<file path="src/rtl/times_table_loader.sv">
// AXI4-lite write master that preloads the times-table BRAM with a*b for every
// operand pair, then raises done so the multiplier read stage may start.
module times_table_loader #(
    parameter int unsigned       OP_W      = 3,
    parameter int unsigned       ADDR_W    = 32,
    parameter int unsigned       DATA_W    = 32,
    parameter logic [ADDR_W-1:0] BASE_ADDR = '0
) (
    input  logic                clk,
    input  logic                rst,
    input  logic                start,
    output logic                busy,
    output logic                done,
    output logic                err,
    output logic [ADDR_W-1:0]   m_axi_awaddr,
    output logic                m_axi_awvalid,
    input  logic                m_axi_awready,
    output logic [DATA_W-1:0]   m_axi_wdata,
    output logic [DATA_W/8-1:0] m_axi_wstrb,
    output logic                m_axi_wvalid,
    input  logic                m_axi_wready,
    input  logic [1:0]          m_axi_bresp,
    input  logic                m_axi_bvalid,
    output logic                m_axi_bready,
    output logic [1:0]          dbg_state
);

    localparam int unsigned IDX_W = 2 * OP_W;

    typedef enum logic [1:0] {
        S_IDLE  = 2'd0,
        S_WRITE = 2'd1,
        S_RESP  = 2'd2,
        S_DONE  = 2'd3
    } state_t;

    // Valid/ready: a channel transfers on a rising edge where valid and ready
    // are both high. Valids here never wait on ready, and awaddr/wdata stay
    // frozen while their valid is high; bready is high only in RESP.

    state_t              state_q, state_d;
    logic [IDX_W-1:0]    idx_q, idx_d;
    logic                busy_q, busy_d;
    logic                done_q, done_d;
    logic                err_q, err_d;
    logic                awvalid_q, awvalid_d;
    logic                wvalid_q, wvalid_d;
    logic [ADDR_W-1:0]   awaddr_q, awaddr_d;
    logic [DATA_W-1:0]   wdata_q, wdata_d;

    function automatic logic [ADDR_W-1:0] entry_addr(input logic [IDX_W-1:0] idx);
        return BASE_ADDR + (ADDR_W'(idx) << 2);
    endfunction

    function automatic logic [DATA_W-1:0] entry_data(input logic [IDX_W-1:0] idx);
        logic [IDX_W-1:0] op_a;
        logic [IDX_W-1:0] op_b;
        logic [IDX_W-1:0] prod;
        op_a = IDX_W'(idx[IDX_W-1:OP_W]);
        op_b = IDX_W'(idx[OP_W-1:0]);
        prod = op_a * op_b;
        return DATA_W'(prod);
    endfunction

    logic aw_clear;
    logic w_clear;
    logic [IDX_W-1:0] idx_next;

    // A channel counts as finished if it already handshook or does so this edge.
    assign aw_clear = !awvalid_q || m_axi_awready;
    assign w_clear  = !wvalid_q || m_axi_wready;
    assign idx_next = idx_q + IDX_W'(1);

    always_comb begin
        state_d   = state_q;
        idx_d     = idx_q;
        busy_d    = busy_q;
        done_d    = done_q;
        err_d     = err_q;
        awvalid_d = awvalid_q;
        wvalid_d  = wvalid_q;
        awaddr_d  = awaddr_q;
        wdata_d   = wdata_q;

        unique case (state_q)
            S_IDLE: begin
                if (start) begin
                    state_d   = S_WRITE;
                    idx_d     = '0;
                    busy_d    = 1'b1;
                    done_d    = 1'b0;
                    err_d     = 1'b0;
                    awvalid_d = 1'b1;
                    wvalid_d  = 1'b1;
                    awaddr_d  = entry_addr('0);
                    wdata_d   = entry_data('0);
                end
            end
            S_WRITE: begin
                if (awvalid_q && m_axi_awready) awvalid_d = 1'b0;
                if (wvalid_q && m_axi_wready)   wvalid_d  = 1'b0;
                if (aw_clear && w_clear)        state_d   = S_RESP;
            end
            S_RESP: begin
                if (m_axi_bvalid) begin
                    if (m_axi_bresp != 2'b00) err_d = 1'b1;
                    if (&idx_q) begin
                        state_d = S_DONE;
                        busy_d  = 1'b0;
                    end else begin
                        state_d   = S_WRITE;
                        idx_d     = idx_next;
                        awvalid_d = 1'b1;
                        wvalid_d  = 1'b1;
                        awaddr_d  = entry_addr(idx_next);
                        wdata_d   = entry_data(idx_next);
                    end
                end
            end
            S_DONE: begin
                done_d  = 1'b1;
                state_d = S_IDLE;
            end
            default: state_d = S_IDLE;
        endcase
    end

    always_ff @(posedge clk or negedge rst) begin
        if (!rst) begin
            state_q   <= S_IDLE;
            idx_q     <= '0;
            busy_q    <= 1'b0;
            done_q    <= 1'b0;
            err_q     <= 1'b0;
            awvalid_q <= 1'b0;
            wvalid_q  <= 1'b0;
            awaddr_q  <= '0;
            wdata_q   <= '0;
        end else begin
            state_q   <= state_d;
            idx_q     <= idx_d;
            busy_q    <= busy_d;
            done_q    <= done_d;
            err_q     <= err_d;
            awvalid_q <= awvalid_d;
            wvalid_q  <= wvalid_d;
            awaddr_q  <= awaddr_d;
            wdata_q   <= wdata_d;
        end
    end

    assign busy          = busy_q;
    assign done          = done_q;
    assign err           = err_q;
    assign m_axi_awaddr  = awaddr_q;
    assign m_axi_awvalid = awvalid_q;
    assign m_axi_wdata   = wdata_q;
    assign m_axi_wstrb   = '1;
    assign m_axi_wvalid  = wvalid_q;
    assign m_axi_bready  = (state_q == S_RESP);
    assign dbg_state     = state_q;

endmodule

</file>
<file path="config.mk">
export PLATFORM = sky130hd
export DESIGN_NAME = times_table_loader
export DESIGN_NICKNAME = d
export VERILOG_FILES = /design/src/rtl/times_table_loader.sv
export SDC_FILE = /design/constraint.sdc
export NUM_CORES = 1
export LEC_CHECK = 0
export CORE_MARGIN = 3
export CORE_UTILIZATION = 36
export DETAILED_ROUTE_END_ITERATION = 6
export PLACE_DENSITY = 0.77
export SYNTH_ARGS = -nofsm -noshare
export SYNTH_HDL_FRONTEND = slang
export SYNTH_SLANG_ARGS = --single-unit
</file>
<file path="constraint.sdc">
create_clock -name clk -period 2.5 [get_ports clk]
set_clock_uncertainty 0.05 [all_clocks]
set_input_delay 0.5 -clock clk [delete_from_list [all_inputs] [get_ports clk]]
set_output_delay 0.5 -clock clk [all_outputs]
set_load 0.01 [all_outputs]
</file>
# Word-level counts from Yosys, hierarchy flattened
# Cells that the tools add are included.
# W data, S select, Z words.
# word_totals
ff_bits,77
input_bits,8
out_inout_bits,76
elab_cells,73
# op_classes
addsub,1
n_mul,1
eq_ne,11
n_mux,31
n_reduce_logical,20
# op_table
operator,n
$mux W32,5
$pmux W32 S2,2
$mux W6,3
$ne A2 B2 Y1 const B,6
$pmux W6 S2,1
$reduce_and A4 Y1,3
$mux W1,10
$reduce_and A5 Y1,2
$mux W2,4
$pmux W2 S4,1
$add A6 B1 Y6 const B,1
$mul A3 B3 Y6,1
$pmux W1 S2,3
$pmux W1 S3,2
$reduce_and A6 Y1,1
$reduce_bool A2 Y1,3
$eq A2 B2 Y1 const B,2
$ne A2 B1 Y1 const B,2
$logic_and A1 B1 Y1,3
$reduce_and A3 Y1,1
$reduce_bool A3 Y1,1
$eq A2 B1 Y1 const B,1
$logic_not A1 Y1,2
$logic_not A2 Y1,1
other kinds (2),3

# Depth between registers and ports, before layout
# depth
ltp_word,5
depth_mapped,11
mapped_depth_nobuf,11

# Worst setup path before layout
# No wires, ideal clock.
# synth_timing
path_kind,register -> register
startpoint,register idx_q[0]
endpoint,"register wdata_q[4], in the netlist m_axi_wdata[4]"
setup_time_ns,0.083
arrival_ns,2.565
t_required_ns,2.367
path_slack_ns,-0.198
path_stages_with_launch,12
n_path_buf,0
synth_period_minus_slack_ns,2.698
cell_sequence,dfrtp_1 > ha_1 > nand3_4 > xnor2_1 > nand2_1 > fa_1 > inv_1 > ha_1 > fa_1 > xor2_1 > nand2_1 > o21ai_0
# synth_between
elab_chain_len,5
word_cells_on_any_way,8
classes_between,add/sub (1); mul (1); eq/ne (1); mux (3); reduce/logical (2)
# synth_lines
element,line_no,text
start: declaration,42,"logic [IDX_W-1:0] idx_q, idx_d;"
start signal: assignment,141,idx_q <= idx_d;
$add A6 B1 Y6,72,assign idx_next = idx_q + IDX_W'(1);
$mul A3 B3 Y6,61,prod = op_a * op_b;
$mux W32,107,if (&idx_q) begin
$mux W32,105,if (m_axi_bvalid) begin
$pmux W32 S2,85,unique case (state_q)
end signal: assignment,148,wdata_q <= wdata_d;
end: declaration,49,"logic [DATA_W-1:0] wdata_q, wdata_d;"
# Parallel ways exist; a longest one is shown, timed or not. The select of a mux whose other input is x is not followed.
# A chain may end at the register's enable or synchronous reset.

# Final worst setup path
# layout_timing
startpoint,register idx_q[0]
endpoint,"register wdata_q[3], in the netlist m_axi_wdata[3]"
# Same word-level chain as after synthesis.

==> Flow_metrics.wiki <==
{| class="wikitable"
! Metric !! Value
|-
| Post-synthesis instance area || 0.00164 mm²
|-
| Routed length per placed instance || 11.8 µm
|-
| Critical Path RT || 2.64 ns
|-
| Final worst-path setup slack || 0.0434 ns
|-
| I/O pin count || 84
|-
| Primary FF master, synth || sky130_fd_sc_hd__dfrtp_1
|-
| Internal reg-to-reg setup slack || 0.04 ns
|-
| Crit path arrival time || 2.59 ns
|-
| CP Max Fanout || 4
|-
| Vertical die dimension || 73.4 µm
|-
| Number of storage elements in the synthesis netlist || 19
|-
| Die area || 0.00539 mm²
|-
| Endpoint kind of the worst setup timing path || flop
|-
| Mean post-synth cell area || 8.94 µm²
|-
| Count of max-cap constraint violations || 0
|-
| Cells after DPL || 264
|-
| RR Startpoint || idx_q[0]$_DFFE_PN0P_
|-
| Number of enable-type register cells in the synthesized netlist || 0
|-
| Final Hold Vio Count || 0
|-
| Wire length of the first global-routing pass || 5110 µm
|-
| Minimum hold slack || 0.430 ns
|-
| RSZ-0062 raised after global routing || yes
|-
| Number of levels in the clock H-tree || 1
|-
| Setup slack at placement || -0.0365 ns
|-
| Growth of design area from synthesis to finish || 15.4%
|-
| Net switching power figure || 0.501 mW
|-
| Pin count of the biggest net entering global routing || 20
|-
| Initial drt markers || 85
|-
| Power share of the sequential group || 35.8%
|-
| Post-route DRC || 0
|-
| Final Max Slew Viols || 0
|-
| Max Fclk || 407 MHz
|-
| Period utilization || 98.3%
|-
| Internal power consumption || 0.779 mW
|-
| Global router's overall resource usage || 12.0%
|-
| Sequential fraction of the synthesis area || 29.1%
|-
| Power Dens Cells || 679 mW/mm²
|-
| Row count || 23
|-
| Post-synthesis instance total || 183
|-
| Hold path endpoint || m_axi_wdata[1]$_DFFE_PN0P_
|-
| Port Buffer Count || 27
|-
| Die boundary width || 73.4 µm
|-
| Class of the most critical hold timing path || flop to flop
|-
| Count of endpoints failing setup in the final report || 0
|-
| Non-filler instance count after layout || 270
|-
| Number of buffers created by CTS || 3
|-
| Async set-reset flop share out of synthesis || 100%
|-
| Detailed Route WL || 3180 µm
|-
| Residual overflow from global routing || 0
|-
| Worst reg2reg endpoint || m_axi_wdata[3]$_DFFE_PN0P_
|-
| VDD IR max || 252 µV
|-
| Sinks on the clock net || 19
|-
| Part of the power in combinational logic || 46.7%
|-
| Initial antenna violation count || 0
|-
| Net count reported at finish || 237
|-
| DR vias || 1140
|-
| Sw Share || 39.2%
|-
| Post-synth cell types || 36
|-
| Clk slew on worst S/H paths || 0.08 ns
|-
| Bufs on Longest Clock Path || 2
|-
| Number of stages on the worst hold path || 2
|-
| Length of the first detailed-routing pass in iterations || 4
|-
| Post-layout min period || 2.46 ns
|-
| Clock tree from TritonCTS || built
|-
| Initial cell density of the core || 38.9%
|-
| Warning count from the yosys run || 0
|-
| Depth of the worst register-to-register path || 10
|-
| Post-cts hold buffer count || 0
|-
| Setup TNS || 0 ns
|-
| Critical path type || flop to flop
|-
| Hold path start || m_axi_wdata[1]$_DFFE_PN0P_
|-
| Worst skew pair latency || 0.26 ns
|-
| Proportion of power drawn by the clock network || 17.5%
|-
| Diodes inserted || 0
|-
| Leakage Power || 0.911 nW
|-
| Cell at the root of the clock tree || sky130_fd_sc_hd__clkbuf_8
|-
| Fraction of final layout cells with drive strength greater than 1 || 16.8%
|-
| Detailed Place HPWL || 2460 µm
|-
| Via count of the first global-routing pass || 1105
|-
| Core Region || 0.00420 mm²
|-
| Result of the run || finished, final reports clean
|-
| Per-cell via count in the routed design || 4.22
|-
| Final Wtd Congestion || 0.822
|-
| Antenna-violating nets left || 0
|-
| Core occupancy in the finished layout || 44.9%
|-
| Element type at the critical path start || flop
|}
[placed cells by master, fill, tap and decap left out, drive strengths merged, types with 2 or more instances in the layout]
cell type	Yosys	routed
nand2b	5	5
nor2	4	4
nor2b	4	4
a21oi	7	7
fa	2	2
xor2	2	2
conb	2	56
o21ai	15	15
clkdlybuf4s50	0	27
buf	62	15
inv	8	8
and2	4	4
nand2	19	19
nor3	2	2
ha	6	6
dfrtp	19	19
xnor2	4	4
o31ai	3	3
nand3	2	2
clkbuf	1	3
[power by group through the flow]
stage	Combinational (mW)	Sequential, mW	Clock (mW)
2_1_floorplan	0.452	0.449	0
6_report	0.597	0.459	0.225
3_5_place_dp	0.576	0.468	0
3_3_place_gp	0.568	0.462	0
4_1_cts	0.598	0.459	0.228
5_1_grt	0.649	0.472	0.246
[how the worst max path moves through the flow]
stage                          from                         end  cells past startpoint
2_1_floorplan  idx_q[0]$_DFFE_PN0P_  m_axi_wdata[3]$_DFFE_PN0P_                     10
3_3_place_gp   idx_q[1]$_DFFE_PN0P_  m_axi_wdata[3]$_DFFE_PN0P_                     10
3_5_place_dp   idx_q[0]$_DFFE_PN0P_  m_axi_wdata[4]$_DFFE_PN0P_                     11
4_1_cts        idx_q[0]$_DFFE_PN0P_  m_axi_wdata[4]$_DFFE_PN0P_                     11
5_1_grt        idx_q[1]$_DFFE_PN0P_  m_axi_wdata[4]$_DFFE_PN0P_                     11
6_report       idx_q[0]$_DFFE_PN0P_  m_axi_wdata[3]$_DFFE_PN0P_                     10
[what timing repair did]
| action | in CTS | in global routing |
|---|---|---|
| resized for setup | 5 | 3 |
| pin swaps | 1 | 0 |
| buffers inserted | 2 | 0 |
| setup endpoints to repair | 2 | 3 |
[kinds of logic (layout without fill, tap and decap cells)]
| kind of cell | after synthesis | after routing | synth area share (%) |
|---|---|---|---|
| compound gates | 32 | 32 | 13.2 |
| mux | 2 | 2 | 1.53 |
| simple gates | 43 | 43 | 14.1 |
| other cells | 2 | 56 | 0.459 |
| fa+ha+maj | 8 | 8 | 7.04 |
| flops | 19 | 19 | 29.1 |
| buf+inv | 71 | 54 | 31.4 |
| xor+xnor | 6 | 6 | 3.21 |
[layer usage]
layer	GRT usage, %	wire (µm)	vias to the layer above
met5	0	0	-
met4	5.84	38	0
met3	1.37	224	2
met2	19.8	1590	43
met1	15.5	1330	538
li1	-	-	557
[state kept, by name (all words and copies together) (netlist names)]
register and cells:
m_axi_wdata 6, m_axi_awvalid 1, idx_q 6, err 1, busy 1, m_axi_wvalid 1, done 1, dbg_state 2
[area by class of cell]
cell class | count | area, µm²
flip-flops and latches | 19 | 480
inverters | 8 | 30.0
repair buffers | 42 | 383
well taps | 50 | 62.6
fillers | 399 | 2310
clock inverters | 1 | 5.00
clock buffers | 3 | 41.3
multi-input cells | 147 | 885
[stage by stage]
stage	power, mW	cell area [µm²]
2_1_floorplan	0.901	1860
6_report	1.28	1890
5_1_grt	1.37	1890
3_5_place_dp	1.04	1810
4_1_cts	1.28	1880
3_3_place_gp	1.03	1810
[Yosys cell counts (all sizes together) (2+ instances only)]
master	instances	area, µm²
buf	62	480
conb	2	7.51
fa	2	40.0
xor2	2	17.5
o21ai	15	82.6
a21oi	7	35.0
nand2b	5	38.8
nand2	19	71.3
nor3	2	10.0
and2	4	25.0
dfrtp	19	475
nor2	4	15.0
ha	6	75.1
xnor2	4	35.0
nor2b	4	25.0
inv	8	30.0
nand3	2	22.5
o31ai	3	22.5
[critical path, stage by stage (launching register included)]
cell and delay, ns:
sky130_fd_sc_hd__dfrtp_2 0.45, sky130_fd_sc_hd__ha_4 0.19, sky130_fd_sc_hd__nand3_4 0.07, sky130_fd_sc_hd__xnor2_2 0.11, sky130_fd_sc_hd__nand2_1 0.09, sky130_fd_sc_hd__fa_1 0.51, sky130_fd_sc_hd__inv_1 0.05, sky130_fd_sc_hd__ha_2 0.19
sky130_fd_sc_hd__fa_2 0.51, sky130_fd_sc_hd__nand2_1 0.04, sky130_fd_sc_hd__o21ai_1 0.12
Note: power is estimated with default switching activity, not from simulation.
